$ cat src/rtl/keccak_round_scheduler.sv
// keccak_round_scheduler: sequences theta/rho/pi/chi/iota units
// through NROUNDS rounds of one Keccak-f permutation.
//
// Ports:
//   clk, rst          clock, async active-low reset
//   start, abort      launch a permutation / return to idle
//   *Done             completion pulses from the five step units
//   go_*              one-cycle launch pulses to the step units
//   round_idx         current round (also the iota RC index)
//   step              0 idle,1-5 theta..iota,6 done,7 error
//   busy, done, err   status flags
module keccak_round_scheduler #(
    parameter int NROUNDS = 24,
    parameter int TIMEOUT = 131072
) (
    input  logic       clk,
    input  logic       rst,
    input  logic       start,
    input  logic       abort,
    input  logic       colparDone,
    input  logic       rotDone,
    input  logic       permDone,
    input  logic       revalDone,
    input  logic       addRCDone,
    output logic       go_colpar,
    output logic       go_rotate,
    output logic       go_permut,
    output logic       go_reval,
    output logic       go_addRC,
    output logic [4:0] round_idx,
    output logic [2:0] step,
    output logic       busy,
    output logic       done,
    output logic       err
);

    localparam logic [2:0] S_IDLE  = 3'd0;
    localparam logic [2:0] S_THETA = 3'd1;
    localparam logic [2:0] S_RHO   = 3'd2;
    localparam logic [2:0] S_PI    = 3'd3;
    localparam logic [2:0] S_CHI   = 3'd4;
    localparam logic [2:0] S_IOTA  = 3'd5;
    localparam logic [2:0] S_DONE  = 3'd6;
    localparam logic [2:0] S_ERR   = 3'd7;

    localparam logic [4:0]  LAST_RND = 5'(NROUNDS - 1);
    localparam logic [16:0] WD_MAX   = 17'(TIMEOUT - 1);

    logic [2:0]  state_q, state_d;
    logic [4:0]  rnd_q, rnd_d;
    logic [16:0] wd_q, wd_d;
    logic [4:0]  go_q, go_d;
    logic        acc;
    logic        expire;
    logic        entry;
    logic        step_d;

    // Only the done input owned by the current step counts.
    always_comb begin
        acc = 1'b0;
        unique case (state_q)
            S_THETA: acc = colparDone;
            S_RHO:   acc = rotDone;
            S_PI:    acc = permDone;
            S_CHI:   acc = revalDone;
            S_IOTA:  acc = addRCDone;
            default: acc = 1'b0;
        endcase
    end

    // A done coinciding with expiry wins.
    assign expire = (wd_q == WD_MAX) && !acc;

    always_comb begin
        state_d = state_q;
        rnd_d   = rnd_q;
        if (abort) begin
            state_d = S_IDLE;
            rnd_d   = '0;
        end else begin
            unique case (state_q)
                S_IDLE, S_ERR: begin
                    if (start) begin
                        state_d = S_THETA;
                        rnd_d   = '0;
                    end
                end
                S_THETA, S_RHO, S_PI, S_CHI: begin
                    if (acc) begin
                        state_d = state_q + 3'd1;
                    end else if (expire) begin
                        state_d = S_ERR;
                    end
                end
                S_IOTA: begin
                    if (acc) begin
                        if (rnd_q == LAST_RND) begin
                            state_d = S_DONE;
                        end else begin
                            rnd_d   = rnd_q + 5'd1;
                            state_d = S_THETA;
                        end
                    end else if (expire) begin
                        state_d = S_ERR;
                    end
                end
                default: state_d = S_IDLE;
            endcase
        end
    end

    assign entry  = (state_d != state_q);
    assign step_d = (state_d != S_IDLE) && (state_d < S_DONE);

    // Watchdog restarts on every step entry and saturates.
    always_comb begin
        wd_d = '0;
        if (step_d && !entry) begin
            wd_d = (wd_q == '1) ? wd_q : wd_q + 17'd1;
        end
    end

    // Launch pulse for the step being entered; bit0 = theta.
    always_comb begin
        go_d = '0;
        if (entry && step_d) begin
            go_d = 5'd1 << (state_d - 3'd1);
        end
    end

    always_ff @(posedge clk or negedge rst) begin
        if (!rst) begin
            state_q <= S_IDLE;
            rnd_q   <= '0;
            wd_q    <= '0;
            go_q    <= '0;
        end else begin
            state_q <= state_d;
            rnd_q   <= rnd_d;
            wd_q    <= wd_d;
            go_q    <= go_d;
        end
    end

    assign go_colpar = go_q[0];
    assign go_rotate = go_q[1];
    assign go_permut = go_q[2];
    assign go_reval  = go_q[3];
    assign go_addRC  = go_q[4];
    assign round_idx = rnd_q;
    assign step      = state_q;
    assign busy      = (state_q != S_IDLE) && (state_q < S_DONE);
    assign done      = (state_q == S_DONE);
    assign err       = (state_q == S_ERR);

endmodule

$ cat config.mk
export PLATFORM = sky130hd
export DESIGN_NAME = keccak_round_scheduler
export DESIGN_NICKNAME = d
export VERILOG_FILES = /design/src/rtl/keccak_round_scheduler.sv
export SDC_FILE = /design/constraint.sdc
export NUM_CORES = 1
export LEC_CHECK = 0
export BUFFER_PORTS_ARGS = -buffer_cell sky130_fd_sc_hd__clkbuf_2
export CORE_MARGIN = 1.5
export CORE_UTILIZATION = 55
export DETAILED_ROUTE_END_ITERATION = 8
export GPL_TIMING_DRIVEN = 1
export PLACE_DENSITY = 0.88
export SYNTH_ARGS = -nofsm -noshare
export SYNTH_HDL_FRONTEND = slang
export SYNTH_SLANG_ARGS = --single-unit
$ cat constraint.sdc
create_clock -name clk -period 3.75 [get_ports clk]
set_clock_uncertainty 0.05 [all_clocks]
set_input_delay 0.9375 -clock clk [delete_from_list [all_inputs] [get_ports clk]]
set_output_delay 0.9375 -clock clk [all_outputs]
set_load 0.005 [all_outputs]
==> results of run 1 <==
[sequential cells by signal (all words and copies together), names as in the netlist]
| signal | count |
|---|---|
| step | 3 |
| round_idx | 5 |
| wd_q | 17 |
| go_q | 5 |
[cell usage after synthesis (all sizes together) (4+ instances only)]
library cell,instances,share of area
dfrtp,30,0.39
nor2,28,0.055
nand2,22,0.043
xor2,13,0.060
nand3,11,0.029
ha,10,0.066
o21ai,7,0.018
a21oi,6,0.016
inv,6,0.012
mux2i,6,0.031
nor3,6,0.016
or2,6,0.022
clkbuf,5,0.0098
and3,4,0.013
nand4,4,0.013
[cells in the final DEF, fill, tap and decap left out, types with 2 or more instances in the layout]
cell type / n
a211oi_1: 2
a21oi_1: 6
a31oi_1: 2
and3_1: 4
buf_4: 8
clkbuf_1: 2
clkbuf_2: 24
clkbuf_4: 5
dfrtp_1: 30
ha_1: 9
inv_1: 6
mux2i_1: 6
nand2_1: 22
nand3_1: 11
nand4_1: 4
nor2_1: 28
nor2b_1: 3
nor3_1: 6
o211ai_1: 2
o21ai_0: 7
o31ai_1: 3
o32ai_1: 2
or2_2: 4
or2_4: 2
xnor2_1: 3
xor2_1: 13
[cell families (layout without fill, tap and decap cells)]
kind of cell,after synthesis,count (layout),share of synthesized area
adder cells (fa/ha/maj),10,10,0.06557
flip-flops,30,30,0.3934
AND/OR/NAND/NOR,93,93,0.2361
buffers and inverters,13,46,0.03344
XOR/XNOR,16,16,0.07345
AO/OA/AOI/OAI,37,37,0.1528
multiplexers,8,8,0.04524
[per-stage QoR]
stage / area [um^2] / total power, uW / setup WS, ps / std cells
6_report: 2182 / 757.4 / 324.0 / 286
5_1_grt: 2182 / 795.4 / 92.86 / 286
4_1_cts: 2180 / 761.0 / 302.4 / 286
3_5_place_dp: 2105 / 507.8 / 344.6 / 278
3_3_place_gp: 2105 / 505.4 / 457.0 / 278
2_1_floorplan: 1908 / 456.7 / 267.6 / 207
[worst max-delay path, stage by stage, from the launching register on]
cell	delay [ps]
dfrtp_1	430
inv_1	190
ha_1	380
a222oi_1	160
buf_4	170
a22oi_2	360
mux2_4	350
or2_4	270
and2_2	210
ha_1	330
nor2_1	150
nand2_1	70
a211oi_1	220
[per-layer routing]
layer  share of wire  up-vias  routed length [um]  GRT usage
li1                -      808                   -          -
met1            0.43      770                1675     0.3020
met2            0.48       69                1866     0.3910
met3           0.073        9                 284    0.06832
met4           0.015        0                  60    0.08207
met5               0        -                   0          0
[power groups by stage]
stage | logic (uW) | clock network, uW | registers, uW
3_3_place_gp | 163 | 0 | 343
2_1_floorplan | 115 | 0 | 342
6_report | 168 | 253 | 336
5_1_grt | 187 | 270 | 339
3_5_place_dp | 165 | 0 | 343
4_1_cts | 166 | 258 | 337
[area by class of cell]
type | instances | area (um^2)
clock inverter | 1 | 30.03
timing repair buffer | 32 | 180.2
inverter | 6 | 22.52
fill | 287 | 1155
clock buffer | 7 | 45.04
multi-input combinational | 164 | 1096
sequential | 30 | 750.7
tap | 46 | 57.56
[path summary, 6_finish.rpt]
check	from	to	slack, ps
min reg2reg	round_idx[3]	round_idx[3]	490
max in group asynchronous	rst	wd_q[7]	2610
max	step[1]	go_q[1]	320
min	round_idx[3]	round_idx[3]	490
min in group asynchronous	rst	step[2]	580
max reg2reg	step[1]	go_q[1]	320
==> key figures, run 1 <==
GRT
  • All-layer global routing usage: 0.2383
  • Global route overflow: 0
  • Initial antenna violation count: 0
  • Largest net degree at the start of global routing: 31
  • First-pass GRT wire length: 6.624 mm
  • Vias in the first global route: 1514

Routing
  • Via Count: 1656
  • Vias per cell: 5.790
  • Routed wire length: 3.887 mm
  • DR pass1 iterations: 4
  • Final ANT Viol Nets: 0
  • WL/cell: 13.59 um
  • Drt drc: 0
  • Initial DRC Count: 112

Yosys
  • Cells after Synth: 207
  • Synth warn: 0
  • Ys flop type: dfrtp_1
  • EDFF count, synth: 0
  • Syn_nets: 226
  • Register area share after synthesis: 0.3934
  • Netlist Area Pre-Place: 1908 um^2
  • Syn_area_per_cell: 9.218 um^2
  • Fraction of registers with async set/reset: 1.000
  • Number of synthesized register bits: 30
  • Post-synth cell types: 48

Power
  • Total internal power: 537.0 uW
  • Power per Cell Area: 347.1 nW/um^2
  • Comb pwr share: 0.222
  • Power share of the clock group: 0.334
  • Peak supply drop: 0.2467 mV
  • Switching Power: 220.4 uW
  • Sequential power share: 0.444
  • Switching Share: 0.2909
  • Leakage power: 0.0009845 uW

Floorplanning
  • Top Ports: 25
  • Core area: 3337 um^2
  • Initial Util: 0.5718
  • Chip Height: 61.90 um
  • Die Area: 3832 um^2
  • FP Rows: 21
  • DIE WIDTH: 61.90 um

Timing
  • Worst slew pin tran: 710.4 ps
  • Setup TNS: 0 ps
  • Slew HR: 0.5264
  • Final Hold Violating Endpoints: 0
  • Setup-failing EPs final: 0
  • Final number of max-transition violations: 0
  • Final period utilization: 0.9136
  • Peak Freq: 291.9 MHz
  • Post-layout min period: 3426 ps
  • RSZ-0062 raised after global routing: no
  • Fin Hold WS: 486.9 ps

CTS
  • CTS HTree Levels: 2
  • Setup Fix Bufs, Post-CTS: 0
  • Clk pin slew, worst setup/hold paths: 100 ps
  • CTS tree: yes
  • CTS Buffer Depth: 2
  • PostCTS Resize Cnt: 0
  • Hold Buf Count CTS: 0
  • Total CTS buffers: 5
  • Clock sinks: 30
  • Root Buffer: clkbuf_4
  • Clock insertion delay at the later pin of the skew report: 330 ps

Finish
  • Final net count: 258
  • Syn-to-layout area delta: 14.36%
  • ANT cells: 0
  • Share of layout cells above drive strength 1: 0.2208
  • Finished Core Util: 0.6539

Job
  • Max Cap Viol: 0

Run status
  • Outcome: complete, no violations

Worst setup path
  • Reg2Reg Depth: 12
  • Startpoint Class: register
  • CP max FO: 9
  • Worst Path Arrival: 3610 ps
  • Critical Path End Type: register
  • Critical path class: reg -> reg
  • CP required: 3940 ps

Placed design
  • HPWL after detailed placement: 2.853 mm
  • GP Congestion: 0.9177
  • Port buffer count: 24

Hold path
  • Hold Crit Depth: 1
  • Hold Crit Class: reg -> reg
No activity file was read; power rests on OpenSTA's default activity.
==> run 2, diff against run 1 <==
- ABC_AREA: not set -> 1
- PLACE_DENSITY: 0.88 -> 0.87
==> run 2 against run 1 <==
- via count fell by 1.1%
- area after synthesis is 6.0% higher
- clock power up 19%
- power is 3.0% lower
- highest routed layer unchanged
- first-iteration DRC count increased by 1.8%
- design area grew 4.0%
- setup slack better by 520 ps
- synthesized cell count up 15%
==> key figures, run 2 <==
CTS
  • PostCTS Resize Cnt: 0 (unchanged)
  • CTS Buffer Depth: 2 (unchanged)
  • Clk pin slew, worst setup/hold paths: 60 ps (was 100 ps)
  • Setup Fix Bufs, Post-CTS: 0 (unchanged)
  • Clock insertion delay at the later pin of the skew report: 280 ps (was 330 ps)
  • CTS tree: yes (unchanged)
  • Total CTS buffers: 5 (unchanged)
  • Root Buffer: clkbuf_8 (was clkbuf_4)
  • Hold Buf Count CTS: 0 (unchanged)
  • CTS HTree Levels: 2 (unchanged)
  • Clock sinks: 30 (unchanged)

Finish
  • Reg with most FFs: wd_q (unchanged)
  • Commonest non-fill, non-tap cells in the layout: nand2_1 (48), dfrtp_1 (30), nor2_1 (26), clkbuf_2 (24), inv_1 (20) (was dfrtp_1 (30), nor2_1 (28), clkbuf_2 (24), nand2_1 (22), xor2_1 (13))
  • Max reg flops: 17 (unchanged)
  • Syn-to-layout area delta: 12.25% (was 14.36%)
  • ANT cells: 0 (unchanged)
  • Share of layout cells above drive strength 1: 0.2547 (was 0.2208)
  • Final net count: 285 (was 258)
  • Commonest non-fill, non-tap cell in the layout: nand2_1 (was dfrtp_1)

Worst setup path
  • Critical-path cell list: ha_1, nand2_1, nor3_1, nand2_1, nor4_1, ha_1, inv_2, nand2_1, nand2_2, nand2_1, nand2_2, nand3_4, nand2_4, nand2_2, inv_1, ha_1, inv_1, nand3_1, nor2_1 (was inv_1, ha_1, a222oi_1, buf_4, a22oi_2, mux2_4, or2_4, and2_2, ha_1, nor2_1, nand2_1, a211oi_1)
  • Critical path's largest stage delay: 420 ps (was 430 ps)
  • Crit path max-delay family: simple AND/OR/NAND/NOR gates (was compound AO/OA/AOI/OAI gates)
  • Critical path's most frequent cell: nand2_1 (was ha_1)
  • RR Startpoint: wd_q[0] (was step[1])
  • Crit path buffers/inverters: 3 (was 2)
  • Worst Path Arrival: 3060 ps (was 3610 ps)
  • R2r setup slk: 850 ps (was 320 ps)
  • Reg2Reg Depth: 19 (was 12)
  • Critical-path top delay cell: ha_1 (was dfrtp_1)
  • CP required: 3910 ps (was 3940 ps)
  • Critical path class: reg -> reg (unchanged)
  • Critical Path End Type: register (unchanged)
  • Startpoint Class: register (unchanged)
  • Critical R2R Capture: go_q[1] (unchanged)
  • CP max FO: 9 (unchanged)

Yosys
  • Netlist Area Pre-Place: 2022 um^2 (was 1908 um^2)
  • Post-synth cell types: 35 (was 48)
  • Cell with the most instances after synthesis: nand2_1 (was dfrtp_1)
  • Number of synthesized register bits: 30 (unchanged)
  • Synth warn: 0 (unchanged)
  • Post-synth top area share: 0.3713 (was 0.3934)
  • Syn_area_per_cell: 8.460 um^2 (was 9.218 um^2)
  • Register area share after synthesis: 0.3713 (was 0.3934)
  • EDFF count, synth: 0 (unchanged)
  • Fraction of registers with async set/reset: 1.000 (unchanged)
  • Syn_nets: 258 (was 226)
  • Top post-synthesis cells by count: nand2_1 (48), dfrtp_1 (30), nor2_1 (26) (was dfrtp_1 (30), nor2_1 (28), nand2_1 (22))
  • Largest area contributor in the netlist: dfrtp_1 (unchanged)
  • Cells after Synth: 239 (was 207)
  • Ys flop type: dfrtp_1 (unchanged)
  • Main area contributors after synthesis: dfrtp_1 (37%), nand2_1 (8.9%), nor2_4 (6.7%) (was dfrtp_1 (39%), ha_1 (6.6%), xor2_1 (6.0%))

Placed design
  • HPWL after detailed placement: 2.866 mm (was 2.853 mm)
  • GP Congestion: 0.9132 (was 0.9177)
  • Port buffer count: 24 (unchanged)

Power
  • Leakage power: 0.001137 uW (was 0.0009845 uW)
  • Power per Cell Area: 323.5 nW/um^2 (was 347.1 nW/um^2)
  • Total chip power: 734.3 uW (was 757.4 uW)
  • Peak supply drop: 0.2742 mV (was 0.2467 mV)

Timing
  • Post-layout min period: 2901 ps (was 3426 ps)
  • Fin Hold WS: 520.2 ps (was 486.9 ps)
  • Setup TNS: 0 ps (unchanged)
  • Final number of max-transition violations: 0 (unchanged)
  • Worst slew pin tran: 761.6 ps (was 710.4 ps)
  • Setup-failing EPs final: 0 (unchanged)
  • Final Hold Violating Endpoints: 0 (unchanged)
  • Slew HR: 0.4923 (was 0.5264)
  • Final period utilization: 0.7737 (was 0.9136)
  • Peak Freq: 344.7 MHz (was 291.9 MHz)
  • RSZ-0062 raised after global routing: no (unchanged)

Run status
  • Outcome: complete, no violations (unchanged)

GRT
  • All-layer global routing usage: 0.2088 (was 0.2383)
  • Largest net degree at the start of global routing: 31 (unchanged)
  • Vias in the first global route: 1572 (was 1514)
  • First-pass GRT wire length: 6.637 mm (was 6.624 mm)
  • Initial antenna violation count: 0 (unchanged)
  • Global route overflow: 0 (unchanged)

Hold path
  • WHS Endpoint: wd_q[16] (was round_idx[3])
  • Hold Crit Depth: 2 (was 1)
  • Hold Startpoint: wd_q[16] (was round_idx[3])
  • Hold Crit Class: reg -> reg (unchanged)

Routing
  • Final ANT Viol Nets: 0 (unchanged)
  • WL/cell: 12.29 um (was 13.59 um)
  • Routed wire length: 3.847 mm (was 3.887 mm)
  • Drt drc: 0 (unchanged)
  • Initial DRC Count: 114 (was 112)
  • Vias per cell: 5.233 (was 5.790)
  • Via Count: 1638 (was 1656)
  • DR pass1 iterations: 4 (unchanged)

Floorplanning
  • Core area: 3442 um^2 (was 3337 um^2)
  • FP Rows: 21 (unchanged)
  • DIE WIDTH: 63.63 um (was 61.90 um)
  • Initial Util: 0.5874 (was 0.5718)
  • Chip Height: 63.63 um (was 61.90 um)
  • Die Area: 4049 um^2 (was 3832 um^2)
  • Top Ports: 25 (unchanged)

Job
  • Max Cap Viol: 0 (unchanged)
## run 2: area by class of cell
type / count / area, um^2
multi-input cells: 181 / 1136
well taps: 46 / 57.56
fillers: 289 / 1172
clock buffers: 8 / 110.1
inverters: 24 / 95.09
repair buffers: 24 / 120.1
flip-flops and latches: 30 / 750.7
## run 2: how the worst max path moves through the flow
stage | from | end | slack, ps | cells after the start
2_1_floorplan | wd_q[0] | go_q[1] | 1240 | 20
3_3_place_gp | wd_q[0] | go_q[1] | 1010 | 19
3_5_place_dp | wd_q[0] | go_q[1] | 860 | 19
4_1_cts | wd_q[0] | go_q[1] | 850 | 19
5_1_grt | wd_q[0] | go_q[1] | 570 | 19
6_report | wd_q[0] | go_q[1] | 850 | 19
## run 2: stage by stage
step                setup WS (ps)  std cells  utilization  area (um^2)
CTS                         845.9        313       0.6594         2270
finish                      848.6        313       0.6594         2270
detailed placement          860.4        305       0.6274         2160
global placement             1015        305       0.6274         2160
floorplan                    1238        239            -         2022
global route                573.8        313       0.6594         2270
## run 2: metal layers
layer / vias to the layer above / part of all wire / GRT usage
met5: - / 0 / 0
met4: 0 / 0.010 / 0.06522
met3: 6 / 0.036 / 0.04286
met2: 39 / 0.49 / 0.3592
met1: 763 / 0.47 / 0.2620
li1: 830 / - / -
## run 2: cell families after synthesis
family                     synth area share
adders and majority gates           0.06188
AOI/OAI and AO/OA                   0.06250
DFF                                  0.3713
buffers and inverters               0.06683
xor gates and xnor gates            0.05198
and+or+nand+nor                      0.3806
muxes                              0.004951
## run 2: where the power goes
group	internal [uW]	switching [uW]	total, uW
Combinational	30.1	70.7	101
Clock	185	115	300
Sequential	328	6.04	334
Total	543	192	734
## run 2: worst reg2reg max path: stages (launching register included)
cell	delay [ps]
dfrtp_1	380
ha_1	180
nand2_1	70
nor3_1	130
nand2_1	100
nor4_1	220
ha_1	420
inv_2	120
nand2_1	100
nand2_2	60
nand2_1	70
nand2_2	60
nand3_4	100
nand2_4	70
nand2_2	90
inv_1	50
ha_1	280
inv_1	100
nand3_1	80
nor2_1	110
